File: src/rtl/tl45_pkg.sv
// Shared types and constants for the TL45 multi-cycle ALU sequencer.
//   md_kind_t  : operation kind as presented by the ALU stage
//   md_state_t : sequencer FSM state
//   MD_MUL_LATENCY : default multiplier latency, also used by the ALU
package tl45_pkg;

  localparam int unsigned MD_MUL_LATENCY = 5;

  typedef enum logic [1:0] {
    MD_MUL  = 2'd0,
    MD_DIV  = 2'd1,
    MD_UDIV = 2'd2,
    MD_RSVD = 2'd3
  } md_kind_t;

  typedef enum logic [2:0] {
    StIdle,
    StMulWait,
    StDivIssue,
    StDivWait,
    StDone
  } md_state_t;

endpackage

File: src/rtl/tl45_muldiv_seq_if.sv
// Bundle between the ALU stage / divider and the mul/div sequencer.
//   Op side   : i_op_valid, i_op_kind, i_flush, i_a, i_b, i_dr -> o_stall, o_done,
//               o_result, o_dr, o_err
//   Div side  : o_div_wr, o_div_signed, o_div_a, o_div_b <- i_div_busy, i_div_valid,
//               i_div_err, i_div_result
// The slave modport is the sequencer; master is the parent ALU (or a testbench).
interface tl45_muldiv_seq_if #(
  parameter int unsigned DATA_W = 32
) ();

  logic              i_op_valid;
  logic [1:0]        i_op_kind;
  logic              i_flush;
  logic [DATA_W-1:0] i_a;
  logic [DATA_W-1:0] i_b;
  logic [3:0]        i_dr;
  logic              o_stall;
  logic              o_done;
  logic [DATA_W-1:0] o_result;
  logic [3:0]        o_dr;
  logic              o_err;
  logic              o_div_wr;
  logic              o_div_signed;
  logic [DATA_W-1:0] o_div_a;
  logic [DATA_W-1:0] o_div_b;
  logic              i_div_busy;
  logic              i_div_valid;
  logic              i_div_err;
  logic [DATA_W-1:0] i_div_result;

  modport slave (
    input  i_op_valid, i_op_kind, i_flush, i_a, i_b, i_dr,
    input  i_div_busy, i_div_valid, i_div_err, i_div_result,
    output o_stall, o_done, o_result, o_dr, o_err,
    output o_div_wr, o_div_signed, o_div_a, o_div_b
  );

  modport master (
    output i_op_valid, i_op_kind, i_flush, i_a, i_b, i_dr,
    output i_div_busy, i_div_valid, i_div_err, i_div_result,
    input  o_stall, o_done, o_result, o_dr, o_err,
    input  o_div_wr, o_div_signed, o_div_a, o_div_b
  );

endinterface

File: src/rtl/tl45_muldiv_seq.sv
// Sequencer for the multi-cycle ALU ops (MUL, DIV, UDIV).
//   i_clk, i_reset : clock, synchronous active-high reset
//   bus (slave)    : op request/response towards the ALU stage, strobe/result towards
//                    the external divider
// MUL runs a latency counter over a multicycle multiplier path; DIV/UDIV issue a one-shot
// start to the divider and wait for its result strobe. A flush aborts the current op; a
// divide already started cannot be aborted, so its late result is drained and dropped.
module tl45_muldiv_seq
  import tl45_pkg::*;
#(
  parameter int unsigned MUL_LATENCY = MD_MUL_LATENCY,
  parameter int unsigned DATA_W      = 32
) (
  input logic               i_clk,
  input logic               i_reset,
  tl45_muldiv_seq_if.slave  bus
);

  localparam int unsigned CNT_W = (MUL_LATENCY > 1) ? $clog2(MUL_LATENCY) : 1;
  localparam logic [CNT_W-1:0] CntLast = CNT_W'(MUL_LATENCY - 1);

  md_state_t         state_q, state_d;
  logic [CNT_W-1:0]  cnt_q, cnt_d;
  logic              drain_q, drain_d;
  logic [DATA_W-1:0] a_q, a_d, b_q, b_d;
  logic [3:0]        dr_q, dr_d;
  md_kind_t          kind_q, kind_d;
  logic [DATA_W-1:0] result_q, result_d;
  logic              err_q, err_d;

  logic [DATA_W-1:0] prod;
  logic              done;
  md_kind_t          kind_in;

  assign prod    = a_q * b_q;
  assign kind_in = md_kind_t'(bus.i_op_kind);

  always_comb begin
    state_d  = state_q;
    cnt_d    = cnt_q;
    drain_d  = drain_q;
    a_d      = a_q;
    b_d      = b_q;
    dr_d     = dr_q;
    kind_d   = kind_q;
    result_d = result_q;
    err_d    = err_q;

    // The first result strobe after an aborted divide belongs to that divide.
    if (drain_q && bus.i_div_valid) drain_d = 1'b0;

    unique case (state_q)
      StIdle: begin
        if (bus.i_op_valid && !bus.i_flush) begin
          a_d    = bus.i_a;
          b_d    = bus.i_b;
          dr_d   = bus.i_dr;
          kind_d = kind_in;
          unique case (kind_in)
            MD_MUL: begin
              state_d = StMulWait;
              cnt_d   = '0;
            end
            MD_DIV, MD_UDIV: begin
              if (!drain_q && !bus.i_div_busy) state_d = StDivIssue;
            end
            default: begin
              state_d  = StDone;
              result_d = '0;
              err_d    = 1'b1;
            end
          endcase
        end
      end
      StMulWait: begin
        cnt_d = cnt_q + 1'b1;
        if (cnt_q == CntLast) begin
          state_d  = StDone;
          result_d = prod;
          err_d    = 1'b0;
        end
      end
      StDivIssue: state_d = StDivWait;
      StDivWait: begin
        if (bus.i_div_valid) begin
          state_d  = StDone;
          result_d = bus.i_div_result;
          err_d    = bus.i_div_err;
        end
      end
      StDone:  state_d = StIdle;
      default: state_d = StIdle;
    endcase

    if (bus.i_flush) begin
      state_d = StIdle;
      cnt_d   = '0;
      // Divider already started and has no abort; a result arriving this very cycle is
      // simply discarded and leaves nothing to drain.
      if (state_q == StDivIssue || (state_q == StDivWait && !bus.i_div_valid)) begin
        drain_d = 1'b1;
      end
    end
  end

  always_ff @(posedge i_clk) begin
    if (i_reset) begin
      state_q  <= StIdle;
      cnt_q    <= '0;
      drain_q  <= 1'b0;
      a_q      <= '0;
      b_q      <= '0;
      dr_q     <= '0;
      kind_q   <= MD_MUL;
      result_q <= '0;
      err_q    <= 1'b0;
    end else begin
      state_q  <= state_d;
      cnt_q    <= cnt_d;
      drain_q  <= drain_d;
      a_q      <= a_d;
      b_q      <= b_d;
      dr_q     <= dr_d;
      kind_q   <= kind_d;
      result_q <= result_d;
      err_q    <= err_d;
    end
  end

  always_comb begin
    done             = (state_q == StDone) && !bus.i_flush;
    bus.o_done       = done;
    bus.o_result     = done ? result_q : '0;
    bus.o_dr         = done ? dr_q : '0;
    bus.o_err        = done && err_q;
    // Releasing the stall in DONE lets the stage advance, so the next op is a new one.
    bus.o_stall      = bus.i_op_valid && !bus.i_flush && (state_q != StDone);
    bus.o_div_wr     = (state_q == StDivIssue);
    bus.o_div_signed = (state_q == StDivIssue) && (kind_q == MD_DIV);
    bus.o_div_a      = a_q;
    bus.o_div_b      = b_q;
  end

endmodule

File: src/flat_wrapper.sv
// flat-port wrapper written by rule: the top's interface ports become plain ports
module tl45_muldiv_seq_flat import tl45_pkg::*;
#(
  parameter int unsigned MUL_LATENCY = MD_MUL_LATENCY,
  parameter int unsigned DATA_W      = 32
)
  (i_clk, i_reset, bus_i_op_valid, bus_i_op_kind, bus_i_flush, bus_i_a, bus_i_b, bus_i_dr, bus_i_div_busy, bus_i_div_valid, bus_i_div_err, bus_i_div_result, bus_o_stall, bus_o_done, bus_o_result, bus_o_dr, bus_o_err, bus_o_div_wr, bus_o_div_signed, bus_o_div_a, bus_o_div_b);
  tl45_muldiv_seq_if #(.DATA_W(DATA_W)) bus_i ();
  input logic i_clk;
  input logic i_reset;
  input wire logic [$bits(bus_i.i_op_valid)-1:0] bus_i_op_valid;
  input wire logic [$bits(bus_i.i_op_kind)-1:0] bus_i_op_kind;
  input wire logic [$bits(bus_i.i_flush)-1:0] bus_i_flush;
  input wire logic [$bits(bus_i.i_a)-1:0] bus_i_a;
  input wire logic [$bits(bus_i.i_b)-1:0] bus_i_b;
  input wire logic [$bits(bus_i.i_dr)-1:0] bus_i_dr;
  input wire logic [$bits(bus_i.i_div_busy)-1:0] bus_i_div_busy;
  input wire logic [$bits(bus_i.i_div_valid)-1:0] bus_i_div_valid;
  input wire logic [$bits(bus_i.i_div_err)-1:0] bus_i_div_err;
  input wire logic [$bits(bus_i.i_div_result)-1:0] bus_i_div_result;
  output wire logic [$bits(bus_i.o_stall)-1:0] bus_o_stall;
  output wire logic [$bits(bus_i.o_done)-1:0] bus_o_done;
  output wire logic [$bits(bus_i.o_result)-1:0] bus_o_result;
  output wire logic [$bits(bus_i.o_dr)-1:0] bus_o_dr;
  output wire logic [$bits(bus_i.o_err)-1:0] bus_o_err;
  output wire logic [$bits(bus_i.o_div_wr)-1:0] bus_o_div_wr;
  output wire logic [$bits(bus_i.o_div_signed)-1:0] bus_o_div_signed;
  output wire logic [$bits(bus_i.o_div_a)-1:0] bus_o_div_a;
  output wire logic [$bits(bus_i.o_div_b)-1:0] bus_o_div_b;
  assign bus_i.i_op_valid = bus_i_op_valid;
  assign bus_i.i_op_kind = bus_i_op_kind;
  assign bus_i.i_flush = bus_i_flush;
  assign bus_i.i_a = bus_i_a;
  assign bus_i.i_b = bus_i_b;
  assign bus_i.i_dr = bus_i_dr;
  assign bus_i.i_div_busy = bus_i_div_busy;
  assign bus_i.i_div_valid = bus_i_div_valid;
  assign bus_i.i_div_err = bus_i_div_err;
  assign bus_i.i_div_result = bus_i_div_result;
  assign bus_o_stall = bus_i.o_stall;
  assign bus_o_done = bus_i.o_done;
  assign bus_o_result = bus_i.o_result;
  assign bus_o_dr = bus_i.o_dr;
  assign bus_o_err = bus_i.o_err;
  assign bus_o_div_wr = bus_i.o_div_wr;
  assign bus_o_div_signed = bus_i.o_div_signed;
  assign bus_o_div_a = bus_i.o_div_a;
  assign bus_o_div_b = bus_i.o_div_b;
  tl45_muldiv_seq #(.MUL_LATENCY(MUL_LATENCY), .DATA_W(DATA_W)) u_core (.i_clk(i_clk), .i_reset(i_reset), .bus(bus_i));
endmodule
File: config.mk
export PLATFORM = sky130hd
export DESIGN_NAME = tl45_muldiv_seq_flat
export DESIGN_NICKNAME = d
export VERILOG_FILES = /design/src/rtl/tl45_pkg.sv /design/src/rtl/tl45_muldiv_seq_if.sv /design/src/rtl/tl45_muldiv_seq.sv /design/src/flat_wrapper.sv
export SDC_FILE = /design/constraint.sdc
export NUM_CORES = 1
export LEC_CHECK = 0
export BUFFER_PORTS_ARGS = -buffer_cell sky130_fd_sc_hd__buf_4
export CAP_MARGIN = 20
export CORE_MARGIN = 5
export CORE_UTILIZATION = 55
export CTS_CLUSTER_SIZE = 8
export DETAILED_ROUTE_END_ITERATION = 12
export PLACE_DENSITY = 0.75
export SLEW_MARGIN = 20
export SYNTH_ARGS = -nofsm -noshare
export SYNTH_HDL_FRONTEND = slang
export SYNTH_SLANG_ARGS = --single-unit
File: constraint.sdc
create_clock -name i_clk -period 7.9 [get_ports i_clk]
set_clock_uncertainty 0.1 [all_clocks]
set_input_delay 0 -clock i_clk [delete_from_list [all_inputs] [get_ports i_clk]]
set_output_delay 0 -clock i_clk [all_outputs]
set_load 0.005 [all_outputs]
==> results of run 1 <==
[worst register-to-register path, delay by kind of cell (launching register included)]
| family | cells | cell delay, ns |
|---|---|---|
| buf+inv | 4 | 0.98 |
| fa+ha+maj | 9 | 4.14 |
| compound gates | 5 | 1.32 |
| xor+xnor | 1 | 0.13 |
| flops | 1 | 0.66 |
| simple gates | 2 | 0.25 |
[cells by family after synthesis]
kind of cell / after synthesis
and+or+nand+nor: 840
AOI/OAI and AO/OA: 213
DFF: 110
muxes: 7
adders and majority gates: 536
xor gates and xnor gates: 82
buffers and inverters: 525
[layout make-up]
class,count,area share [%]
clock inverter,5,0.292
timing repair buffer,402,13.9
sequential,110,9.25
tap,468,2.44
inverter,387,6.06
clock buffer,11,0.970
multi-input combinational,1678,67.1
[flip-flops by register name, summed over array words and instances, names as in the netlist]
signal	cells
u_core.bus.o_div_a	32
u_core.result_q	32
u_core.state_q	3
u_core.cnt_q	3
u_core.bus.o_div_b	32
u_core.drain_q	1
u_core.err_q	1
u_core.kind_q	2
u_core.dr_q	4
[metrics by stage]
stage / setup TNS, ns / cell area [sq um] / worst slack, ns
floorplan: 0 / 20200 / 0.786
global placement: 0 / 22400 / 0.403
detailed placement: 0 / 22400 / 0.162
CTS: 0 / 24000 / 0.0913
global route: -0.0483 / 24000 / -0.0483
finish: 0 / 24000 / 0.225
[worst max path at each step]
stage / from / end / slack [ns] / cells after the start
after CTS: u_core.bus.o_div_b[6]$_SDFFE_PP0P_ / u_core.result_q[24]$_SDFFE_PP0P_ / 0.09 / 22
after global placement: u_core.bus.o_div_b[6]$_SDFFE_PP0P_ / u_core.result_q[28]$_SDFFE_PP0P_ / 0.40 / 23
final: u_core.bus.o_div_a[8]$_SDFFE_PP0P_ / u_core.result_q[25]$_SDFFE_PP0P_ / 0.22 / 21
after detailed placement: u_core.bus.o_div_b[6]$_SDFFE_PP0P_ / u_core.result_q[26]$_SDFFE_PP0P_ / 0.16 / 23
after global routing: u_core.bus.o_div_b[14]$_SDFFE_PP0P_ / u_core.result_q[25]$_SDFFE_PP0P_ / -0.05 / 21
after floorplan: u_core.bus.o_div_a[13]$_SDFFE_PP0P_ / u_core.result_q[28]$_SDFFE_PP0P_ / 0.79 / 25
[synthesized netlist by cell type (6+ instances only)]
| cell type | n |
|---|---|
| sky130_fd_sc_hd__fa_1 | 408 |
| sky130_fd_sc_hd__nand2_1 | 392 |
| sky130_fd_sc_hd__inv_1 | 386 |
| sky130_fd_sc_hd__and2_1 | 349 |
| sky130_fd_sc_hd__clkbuf_1 | 133 |
| sky130_fd_sc_hd__ha_1 | 128 |
| sky130_fd_sc_hd__a21oi_1 | 115 |
| sky130_fd_sc_hd__dfxtp_1 | 110 |
| sky130_fd_sc_hd__xnor2_1 | 64 |
| sky130_fd_sc_hd__nor2_1 | 50 |
| sky130_fd_sc_hd__o21ai_0 | 19 |
| sky130_fd_sc_hd__xor2_1 | 18 |
| sky130_fd_sc_hd__a22oi_1 | 17 |
| sky130_fd_sc_hd__nor3_1 | 14 |
| sky130_fd_sc_hd__a21o_1 | 11 |
| sky130_fd_sc_hd__nand2b_1 | 9 |
| sky130_fd_sc_hd__mux2i_1 | 6 |
[metal layers]
metal  global-route usage, %  wire length (um)
met3                    5.76              5390
met2                    52.0             30500
met4                    12.3              2820
met1                    40.1             24100
met5                       0                 0
[report_power, final]
| part | leakage (nW) | internal (mW) | switching [mW] | total, mW |
|---|---|---|---|---|
| clock network | 0.149 | 0.255 | 0.256 | 0.511 |
| registers | 0.900 | 0.575 | 0.0679 | 0.643 |
| logic | 10.7 | 0.265 | 0.340 | 0.604 |
[timing repair]
item                                    4_1_cts  5_1_grt
hold buffers                                126        0
endpoints found under the setup margin        0        6
gates resized for setup                       0       16
endpoints found under the hold margin       109        0
==> out/qor_table.md, run 1 <==
| Step | Quantity | This run |
|:---|:---|:---|
| status | Outcome | completed |
| synthesis | Register area share after synthesis | 10.9% |
| grt | Total overflow reported by the global router | 0 |
| critical path | Setup slack of the most critical reg-to-reg path | 0.22 ns |
| worst hold path | Cell depth of the worst hold path | 5 |
| layout | Area growth syn-to-layout | 18.5% |
| timing | Upper clock frequency limit | 0.130 GHz |
| layout | Final Core Density | 65.8% |
| pwr | Power density cells | 73.3 nW/um^2 |
| clock tree | Clock Path Buffers | 2 |
| synthesis | Mapped Cells | 2313 |
| timing | Final period util | 97.2% |
| pwr | Worst voltage drop across the vdd grid | 0.102 mV |
| synthesis | Netlist Area Pre-Place | 20200 sq um |
| critical path | Required time at the endpoint of the critical path | 8.08 ns |
| synthesis | Library cells used by synthesis | 64 |
| timing | Time the final worst path needs with I/O delays and setup | 7.68 ns |
| clock tree | CTS root buffer | sky130_fd_sc_hd__clkbuf_16 |
| floorplanning | Die outline area | 40700 sq um |
| critical path | Count of buffer and inverter cells on the critical path | 4 |
| timing | Smallest hold slack | 0.0218 ns |
| floorplanning | Row cnt | 70 |
| layout | Total inserted antenna cells | 0 |
| synthesis | Top FF cell, synth | sky130_fd_sc_hd__dfxtp_1 |
| placement | Dpl cells | 2919 |
| drt | Length of the first detailed-routing pass in iterations | 5 |
| synthesis | Number of enable flip-flop cells after synthesis | 0 |
| grt | Largest net degree at the start of global routing | 85 |
| critical path | Reg-to-Reg End | u_core.result_q[25]$_SDFFE_PP0P_ |
| synthesis | Xor and xnor area share after synthesis | 3.55% |
| grt | Antenna violations before repair | 0 |
| critical path | Worst Setup Start Kind | flop |
| critical path | Classification of the worst setup path | reg2reg |
| worst hold path | Endpoint, Worst Hold | u_core.result_q[28]$_SDFFE_PP0P_ |
| critical path | Crit-path max FO | 15 |
| timing | Final Hold Viols | 0 |
| drt | Number of DRC markers after the initial detailed-route iteration | 1175 |
| critical path | Worst setup EP type | flop |
| critical path | Category of cells accounting for the largest share of critical-path delay | adder cells |
| critical path | Endpoint arrival time on the critical path | 7.85 ns |
| critical path | Slowest stage cell on the critical path | sky130_fd_sc_hd__dfxtp_1 |
| synthesis | Synthesized area per cell | 8.75 sq um |
| drt | Remaining routing DRC violations | 0 |
| layout | Total area of multi-input combinational cells | 16100 sq um |
| timing | Final setup fails | 0 |
| synthesis | Cell taking the most area after synthesis | sky130_fd_sc_hd__fa_1 |
| synthesis | Total of flip-flops plus latches after synthesis | 110 |
| timing | Slew HR | 32.7% |
| synthesis | Async set-reset flop share out of synthesis | 0% |
| critical path | Sequence of cells on the critical path | buf_4 -> and2_1 -> fa_1 -> fa_1 -> inv_1 -> fa_1 -> inv_1 -> fa_1 -> fa_1 -> fa_1 -> fa_1 -> fa_1 -> ha_1 -> a2111oi_1 -> a21oi_1 -> a31o_1 -> a21oi_1 -> xnor2_1 -> a222oi_1 -> nor2_1 -> dlygate4sd3_1 |
| synthesis | Synthesized-area fraction occupied by ao, oa, aoi and oai cells | 6.60% |
| drt | Total Routed Length | 62.9 mm |
| clock tree | Post-CTS Setup Repair Bufs | 0 |
| critical path | Reg-to-Reg Start | u_core.bus.o_div_a[8]$_SDFFE_PP0P_ |
| grt | First-pass GRT wire length | 100 mm |
| placement | Number of input and output port buffers inserted | 213 |
| layout | Commonest non-fill, non-tap cells in the layout | 408 x sky130_fd_sc_hd__fa_1, 392 x sky130_fd_sc_hd__nand2_1, 386 x sky130_fd_sc_hd__inv_1 |
| drt | Average wire per cell in the routed design | 20.5 um |
| layout | Most common cell after layout, fill and taps aside | sky130_fd_sc_hd__fa_1 |
| pwr | Post-layout power | 1.76 mW |
| layout | Cell Count, Final, Fillers Out | 3061 |
| clock tree | Clock Sink Count | 110 |
| floorplanning | IO Count | 214 |
| synthesis | Most area-consuming cells after synthesis | sky130_fd_sc_hd__fa_1 40%, sky130_fd_sc_hd__dfxtp_1 11%, sky130_fd_sc_hd__and2_1 11%, sky130_fd_sc_hd__ha_1 7.9%, sky130_fd_sc_hd__nand2_1 7.3% |
| drt | Remaining antenna violation count | 0 |
| clock tree | H-tree depth | 3 |
| clock tree | Clock Latency Late Sink | 0.38 ns |
| grt | Vias in the first global route | 18600 |
| critical path | Cell occurring most often along the worst timing path | sky130_fd_sc_hd__fa_1 |
| layout | Fraction of layout instances using a drive strength above 1 | 12.5% |
| drt | Vias post-DR | 17100 |
| layout | Number of nets at the end of the flow | 3233 |
| synthesis | Largest family of logic cells by synthesized area | adder cells |
| synthesis | Adder-Cell Fraction of Synth Area | 48.3% |
| synthesis | Yosys top cell area share | 40.4% |
| floorplanning | Starting density of the core | 55.5% |
| worst hold path | Worst min-delay path category | in2reg |
| grt | All-Layer GR Usage | 31.0% |
| synthesis | Simple logic cell fraction of the synthesized area | 20.6% |
| clock tree | Clock transition at the registers of the reported paths | 0.09 ns |
| timing | Count of final max-slew check failures | 0 |
| synthesis | Synth warnings | 0 |
| placement | Sum of net half-perimeters after detailed placement | 48.4 mm |
| floorplanning | Die extent in y | 202 um |
| critical path | Length in cells of the worst reg-to-reg path | 21 |
| timing | Transition time of the tightest slew-check pin | 1.01 ns |
| floorplanning | Area of the placeable core | 36400 sq um |
| layout | Total of fill cells in the finished design | 2861 |
| clock tree | CTS tree | yes |
| worst hold path | Hold Startpoint | bus_i_div_result[28] |
| synthesis | Synthesized netlist net count | 2958 |
| flow run | Max_cap viols | 0 |
| synthesis | Mux contribution to synthesized area | 0.352% |
| floorplanning | Die Width | 202 um |
| pwr | Total leakage power | 11.7 nW |
| drt | Vias per Instance | 5.59 |
| critical path | Slowest Stage Delay on Critical Path | 0.66 ns |
| layout | Storage element area | 2220 sq um |
| placement | RePlAce Congestion | 0.935 |
| clock tree | CTS Buf Count | 9 |
No activity file was read; power rests on OpenSTA's default activity.
==> run 2, diff against run 1 <==
- BUFFER_PORTS_ARGS: -buffer_cell sky130_fd_sc_hd__buf_4 -> -buffer_cell sky130_fd_sc_hd__buf_2
- CORE_UTILIZATION: 55 -> 45
- PLACE_DENSITY: 0.75 -> unset
- REMOVE_ABC_BUFFERS: unset -> 1
==> out/qor_table.md, run 2 (synthesis gave the netlist of run 1 again) <==
| Step | Quantity | This run |
|:---|:---|:---|
| status | Outcome | completed |
| timing | Count of final max-slew check failures | 0 |
| grt | Met3 Usage GRT | 4.77% |
| floorplanning | Row cnt | 77 |
| timing | Transition time of the tightest slew-check pin | 0.915 ns |
| drt | Total Routed Length | 64.8 mm |
| floorplanning | Die Width | 222 um |
| layout | Number of nets at the end of the flow | 3246 |
| timing | Setup repair after global routing missed its margin | no |
| clock tree | Clock Sink Count | 110 |
| drt | Number of DRC markers after the initial detailed-route iteration | 1038 |
| timing | Time the final worst path needs with I/O delays and setup | 7.64 ns |
| layout | Most common cell after layout, fill and taps aside | sky130_fd_sc_hd__fa_1 |
| grt | Met2 track utilization from global routing | 44.3% |
| pwr | Total leakage power | 11.7 nW |
| timing | Final Hold Viols | 0 |
| timing | Final setup fails | 0 |
| grt | Layer with the highest usage | met2 |
| critical path | Cell occurring most often along the worst timing path | sky130_fd_sc_hd__fa_1 |
| floorplanning | IO Count | 214 |
| timing | Final period util | 96.8% |
| grt | Vias in the first global route | 18100 |
| grt | Met1 Track Usage GR | 36.2% |
| clock tree | Clock Path Buffers | 2 |
| floorplanning | Starting density of the core | 45.7% |
| floorplanning | Die outline area | 49300 sq um |
| critical path | Classification of the worst setup path | reg2reg |
| critical path | Sequence of cells on the critical path | buf_4 -> and2_1 -> fa_1 -> fa_1 -> inv_1 -> fa_1 -> fa_1 -> inv_1 -> fa_1 -> fa_1 -> fa_1 -> fa_1 -> ha_1 -> or2_2 -> a311o_1 -> a31o_1 -> a21oi_2 -> xnor2_1 -> a221oi_2 -> dlygate4sd3_1 |
| timing | Final setup TNS | 0 ns |
| layout | Area growth syn-to-layout | 17.4% |
| critical path | Slowest Stage Delay on Critical Path | 0.69 ns |
| placement | RePlAce Congestion | 0.903 |
| floorplanning | Die extent in y | 222 um |
| critical path | Slowest stage cell on the critical path | sky130_fd_sc_hd__dfxtp_1 |
| grt | All-Layer GR Usage | 26.9% |
| pwr | Switching share of power | 39.3% |
| drt | Remaining antenna violation count | 0 |
| critical path | Endpoint arrival time on the critical path | 7.89 ns |
| layout | Commonest non-fill, non-tap cells in the layout | 408 x sky130_fd_sc_hd__fa_1, 392 x sky130_fd_sc_hd__nand2_1, 386 x sky130_fd_sc_hd__inv_1 |
| drt | Length of the first detailed-routing pass in iterations | 6 |
| clock tree | CTS tree | yes |
| pwr | Power share of the combinational group | 34.1% |
| clock tree | Post-CTS Setup Repair Bufs | 0 |
| grt | Largest net degree at the start of global routing | 73 |
| pwr | Power density cells | 72.3 nW/um^2 |
| drt | Average wire per cell in the routed design | 20.3 um |
| floorplanning | Area of the placeable core | 44300 sq um |
| timing | Slew HR | 39.0% |
| worst hold path | Worst min-delay path category | in2reg |
| layout | Fraction of layout instances using a drive strength above 1 | 12.9% |
| clock tree | CTS root buffer | sky130_fd_sc_hd__clkbuf_16 |
| timing | Upper clock frequency limit | 0.131 GHz |
| drt | Vias post-DR | 16600 |
| drt | Remaining routing DRC violations | 0 |
| pwr | Clock power share | 28.8% |
| pwr | Pint | 1.04 mW |
| pwr | Sequential fraction of design power | 37.1% |
| critical path | Worst Setup Start Kind | flop |
| pwr | Worst voltage drop across the vdd grid | 0.114 mV |
| clock tree | Clock Latency Late Sink | 0.40 ns |
| drt | Vias per Instance | 5.20 |
| critical path | Required time at the endpoint of the critical path | 8.15 ns |
| flow run | Max_cap viols | 0 |
| pwr | Post-layout power | 1.72 mW |
| critical path | Worst setup EP type | flop |
| pwr | Net Switching | 675 uW |
| grt | Antenna violations before repair | 1 |
| critical path | Crit-path max FO | 12 |
| clock tree | CTS Buf Count | 9 |
| grt | Total overflow reported by the global router | 0 |
| placement | Number of input and output port buffers inserted | 213 |
| placement | Sum of net half-perimeters after detailed placement | 51.6 mm |
| clock tree | Clock transition at the registers of the reported paths | 0.08 ns |
| clock tree | H-tree depth | 3 |
| grt | First-pass GRT wire length | 104 mm |
[run 2: cell count changes in the layout (fill, tap and decap cells not counted), sizes merged]
cell	previous run	this run
dlygate4sd3	126	133
buf	276	282
bufinv	1	0
clkinv	1	2
clkinvlp	0	1
diode	0	1
inv	390	389
[run 2: routing by layer]
| layer | wire, um | share of wire [%] | vias up |
|---|---|---|---|
| met5 | 0 | 0 | - |
| met4 | 2220 | 3.4 | 0 |
| met3 | 4370 | 6.7 | 102 |
| met2 | 30800 | 48 | 569 |
| met1 | 27400 | 42 | 8453 |
| li1 | - | - | 7502 |
[run 2: critical path, delay by kind of cell, from the launching register on]
kind | cells | cell delay [ns]
flip-flops | 1 | 0.69
adder cells (fa/ha/maj) | 9 | 4.17
AND/OR/NAND/NOR | 2 | 0.50
buffers and inverters | 4 | 0.97
XOR/XNOR | 1 | 0.11
AO/OA/AOI/OAI | 4 | 1.03
[run 2: per-stage QoR]
stage	cells	worst slack, ns	util, %	area (sq um)	hold WS [ns]
3_3_place_gp	3049	0.378	49.8	22100	0.141
6_report	3199	0.255	53.6	23800	0.0536
4_1_cts	3198	0.0263	53.5	23700	0.0295
2_1_floorplan	2175	0.916	-	19700	-0.0338
3_5_place_dp	3049	0.243	49.8	22100	0.146
5_1_grt	3198	0.0371	53.6	23800	0.0372
[run 2: power groups by stage]
stage	clock network (mW)	logic, mW	registers, mW
finish	0.494	0.586	0.637
global route	0.519	0.645	0.641
CTS	0.510	0.584	0.635
detailed placement	0	0.538	0.648
global placement	0	0.531	0.646
floorplan	0	0.277	0.641
[run 2: repair_timing]
item / in CTS / in global routing
setup endpoints to repair: 0 / 11
hold endpoints to repair: 110 / 0
gates resized for setup: 0 / 24
hold buffers: 133 / 0
[run 2: final timing paths]
kind	start	to	slack [ns]	depth (start not counted)
max	u_core.bus.o_div_b[14]$_SDFFE_PP0P_	u_core.result_q[31]$_SDFFE_PP0P_	0.26	20
min	bus_i_div_result[28]	u_core.result_q[28]$_SDFFE_PP0P_	0.05	5
max reg2reg	u_core.bus.o_div_b[14]$_SDFFE_PP0P_	u_core.result_q[31]$_SDFFE_PP0P_	0.26	20
min reg2reg	u_core.kind_q[0]$_SDFFE_PP0P_	u_core.kind_q[0]$_SDFFE_PP0P_	0.37	2
[run 2: cell type report]
class                           instances  area, sq um
Clock inverter                          5         52.6
Tap cell                              592          741
Fill cell                            4090        20600
Multi-Input combinational cell       1678        16100
Clock buffer                           11          233
Inverter                              387         1450
Antenna cell                            1         2.50
Timing Repair Buffer                  415         2950
Sequential cell                       110         2230
==> run 3, diff against run 2 <==
==> constraint.sdc (replaced) <==
create_clock -name i_clk -period 7.9 [get_ports i_clk]
set_clock_uncertainty 0.1 [all_clocks]
set_input_delay 0.79 -clock i_clk [delete_from_list [all_inputs] [get_ports i_clk]]
set_output_delay 0.79 -clock i_clk [all_outputs]
set_load 0.005 [all_outputs]
==> out/qor_table.md, run 3 (synthesis gave the netlist of run 1 again) <==
| Step | Quantity | This run |
|:---|:---|:---|
| clock tree | Clock Path Buffers | 2 |
| clock tree | CTS tree | yes |
| critical path | Crit-path max FO | 22 |
| critical path | Setup crit end | u_core.result_q[29]$_SDFFE_PP0P_ |
| layout | Commonest non-fill, non-tap cells in the layout | 408 x sky130_fd_sc_hd__fa_1, 392 x sky130_fd_sc_hd__nand2_1, 386 x sky130_fd_sc_hd__inv_1 |
| drt | Vias post-DR | 16000 |
| timing | Slew HR | 41.6% |
| timing | Final setup fails | 0 |
| placement | RePlAce Congestion | 0.905 |
| clock tree | Clock Sink Count | 110 |
| drt | Vias per Instance | 5.21 |
| grt | All-Layer GR Usage | 26.0% |
| clock tree | H-tree depth | 3 |
| timing | Final Hold Viols | 0 |
| timing | Transition time of the tightest slew-check pin | 0.875 ns |
| timing | Crit path setup slack, layout | 0.400 ns |
| critical path | Endpoint arrival time on the critical path | 7.69 ns |
| clock tree | CTS root buffer | sky130_fd_sc_hd__clkbuf_16 |
| critical path | Reg-to-Reg End | u_core.result_q[29]$_SDFFE_PP0P_ |
| drt | Average wire per cell in the routed design | 20.4 um |
| critical path | Reg-to-Reg Start | u_core.bus.o_div_b[3]$_SDFFE_PP0P_ |
| pwr | Power share of the combinational group | 31.9% |
| critical path | Classification of the worst setup path | reg2reg |
| critical path | Worst Setup Start Kind | flop |
| flow run | Max_cap viols | 0 |
| drt | Remaining antenna violation count | 0 |
| pwr | Total leakage power | 11.1 nW |
| placement | Number of input and output port buffers inserted | 213 |
| layout | Fraction of layout instances using a drive strength above 1 | 13.2% |
| grt | First-pass GRT wire length | 99.9 mm |
| pwr | Pint | 1.01 mW |
| clock tree | Number of hold buffers added after cts | 0 |
| pwr | Switching share of power | 39.9% |
| layout | Total of fill cells in the finished design | 4295 |
| pwr | Worst voltage drop across the vdd grid | 0.110 mV |
| layout | Area growth syn-to-layout | 10.7% |
| clock tree | CTS Buf Count | 9 |
| layout | Most common cell after layout, fill and taps aside | sky130_fd_sc_hd__fa_1 |
| drt | Length of the first detailed-routing pass in iterations | 5 |
| timing | Upper clock frequency limit | 0.133 GHz |
| clock tree | Clock Latency Late Sink | 0.41 ns |
| placement | Sum of net half-perimeters after detailed placement | 51.1 mm |
| critical path | Setup slack of the most critical reg-to-reg path | 0.40 ns |
| pwr | Sequential fraction of design power | 37.6% |
| timing | Time the final worst path needs with I/O delays and setup | 7.50 ns |
| critical path | Required time at the endpoint of the critical path | 8.09 ns |
| timing | Final period util | 94.9% |
| floorplanning | Starting density of the core | 45.7% |
| pwr | Net Switching | 674 uW |
| pwr | Power density cells | 75.4 nW/um^2 |
| clock tree | Clock transition at the registers of the reported paths | 0.09 ns |
| critical path | Worst setup EP type | flop |
| grt | Total overflow reported by the global router | 0 |
| floorplanning | Die Width | 222 um |
| worst hold path | Worst min-delay path category | reg2reg |
| placement | Post-placement cell area | 22100 sq um |
| layout | Design Area, Final | 22400 sq um |
| drt | Remaining routing DRC violations | 0 |
| status | Outcome | completed |
| layout | Number of nets at the end of the flow | 3113 |
| floorplanning | IO Count | 214 |
| grt | Antenna violations before repair | 2 |
| layout | Total inserted antenna cells | 0 |
| critical path | Length in cells of the worst reg-to-reg path | 20 |
| critical path | Worst setup path startpoint | u_core.bus.o_div_b[3]$_SDFFE_PP0P_ |
| placement | Post-Place Worst Slack | 0.216 ns |
| layout | Cell Count, Final, Fillers Out | 3065 |
| pwr | Clock power share | 30.5% |
| floorplanning | Row cnt | 77 |
| timing | Count of final max-slew check failures | 0 |
| grt | Largest net degree at the start of global routing | 73 |
| drt | Total Routed Length | 62.5 mm |
| drt | Number of DRC markers after the initial detailed-route iteration | 1050 |
| floorplanning | Die extent in y | 222 um |
| floorplanning | Area of the placeable core | 44300 sq um |
| placement | Dpl cells | 3049 |
| grt | Vias in the first global route | 17200 |
| layout | Final Core Density | 50.6% |
| floorplanning | Die outline area | 49300 sq um |
| pwr | Post-layout power | 1.69 mW |
run 3: metal layers:
metal  track usage [%]  wire length (um)  up-vias
met3              4.09              4250       86
met1              36.3             26800     8087
li1                  -                 -     7229
met2              41.2             29200      567
met4              9.21              2230        0
met5                 0                 0        -
run 3: power by group through the flow:
stage,Combinational (mW),Clock [mW],Sequential [mW]
4_1_cts,0.543,0.529,0.634
2_1_floorplan,0.277,0,0.641
3_5_place_dp,0.539,0,0.647
5_1_grt,0.599,0.545,0.640
3_3_place_gp,0.532,0,0.645
6_report,0.539,0.515,0.635
run 3: layout make-up:
| class | instances | area [sq um] | area share [%] |
|---|---|---|---|
| clock buffer | 10 | 239 | 1.07 |
| clock inverter | 6 | 62.6 | 0.279 |
| timing repair buffer | 282 | 1610 | 7.19 |
| multi-input combinational | 1678 | 16100 | 71.8 |
| sequential | 110 | 2210 | 9.87 |
| inverter | 387 | 1450 | 6.48 |
| tap | 592 | 741 | 3.31 |
run 3: stage by stage:
stage / TNS, ns / hold WS, ns
after floorplan: 0 / 0.325
after global placement: 0 / 0.340
after detailed placement: 0 / 0.342
after CTS: 0 / 0.355
after global routing: -0.00628 / 0.382
final: 0 / 0.353
run 3: worst min path at each step:
stage	start	to	slack (ns)	cells after the start
after floorplan	u_core.kind_q[0]$_SDFFE_PP0P_	u_core.kind_q[0]$_SDFFE_PP0P_	0.33	2
after global placement	u_core.dr_q[1]$_SDFFE_PP0P_	u_core.dr_q[1]$_SDFFE_PP0P_	0.34	2
after detailed placement	u_core.kind_q[0]$_SDFFE_PP0P_	u_core.kind_q[0]$_SDFFE_PP0P_	0.34	2
after CTS	u_core.kind_q[0]$_SDFFE_PP0P_	u_core.kind_q[0]$_SDFFE_PP0P_	0.36	2
after global routing	u_core.dr_q[0]$_SDFFE_PP0P_	u_core.dr_q[0]$_SDFFE_PP0P_	0.38	2
final	u_core.dr_q[1]$_SDFFE_PP0P_	u_core.dr_q[1]$_SDFFE_PP0P_	0.35	2
run 3: critical path, stage by stage (launching register included):
cell and delay, ns:
sky130_fd_sc_hd__dfxtp_1 0.55, sky130_fd_sc_hd__buf_4 0.36, sky130_fd_sc_hd__and2_1 0.21, sky130_fd_sc_hd__fa_1 0.43, sky130_fd_sc_hd__inv_1 0.08, sky130_fd_sc_hd__fa_1 0.42
sky130_fd_sc_hd__fa_1 0.49, sky130_fd_sc_hd__fa_1 0.55, sky130_fd_sc_hd__inv_1 0.05, sky130_fd_sc_hd__fa_1 0.48, sky130_fd_sc_hd__fa_1 0.56, sky130_fd_sc_hd__fa_1 0.43
sky130_fd_sc_hd__fa_1 0.45, sky130_fd_sc_hd__ha_1 0.41, sky130_fd_sc_hd__a2111oi_0 0.39, sky130_fd_sc_hd__a21oi_1 0.14, sky130_fd_sc_hd__a311o_1 0.37, sky130_fd_sc_hd__a41o_1 0.26
sky130_fd_sc_hd__a21oi_1 0.19, sky130_fd_sc_hd__xor2_1 0.09, sky130_fd_sc_hd__a2111oi_1 0.37
run 3: what timing repair did:
action | CTS | global route
buffers inserted | 0 | 0
resized for setup | 0 | 9
setup endpoints to repair | 0 | 4
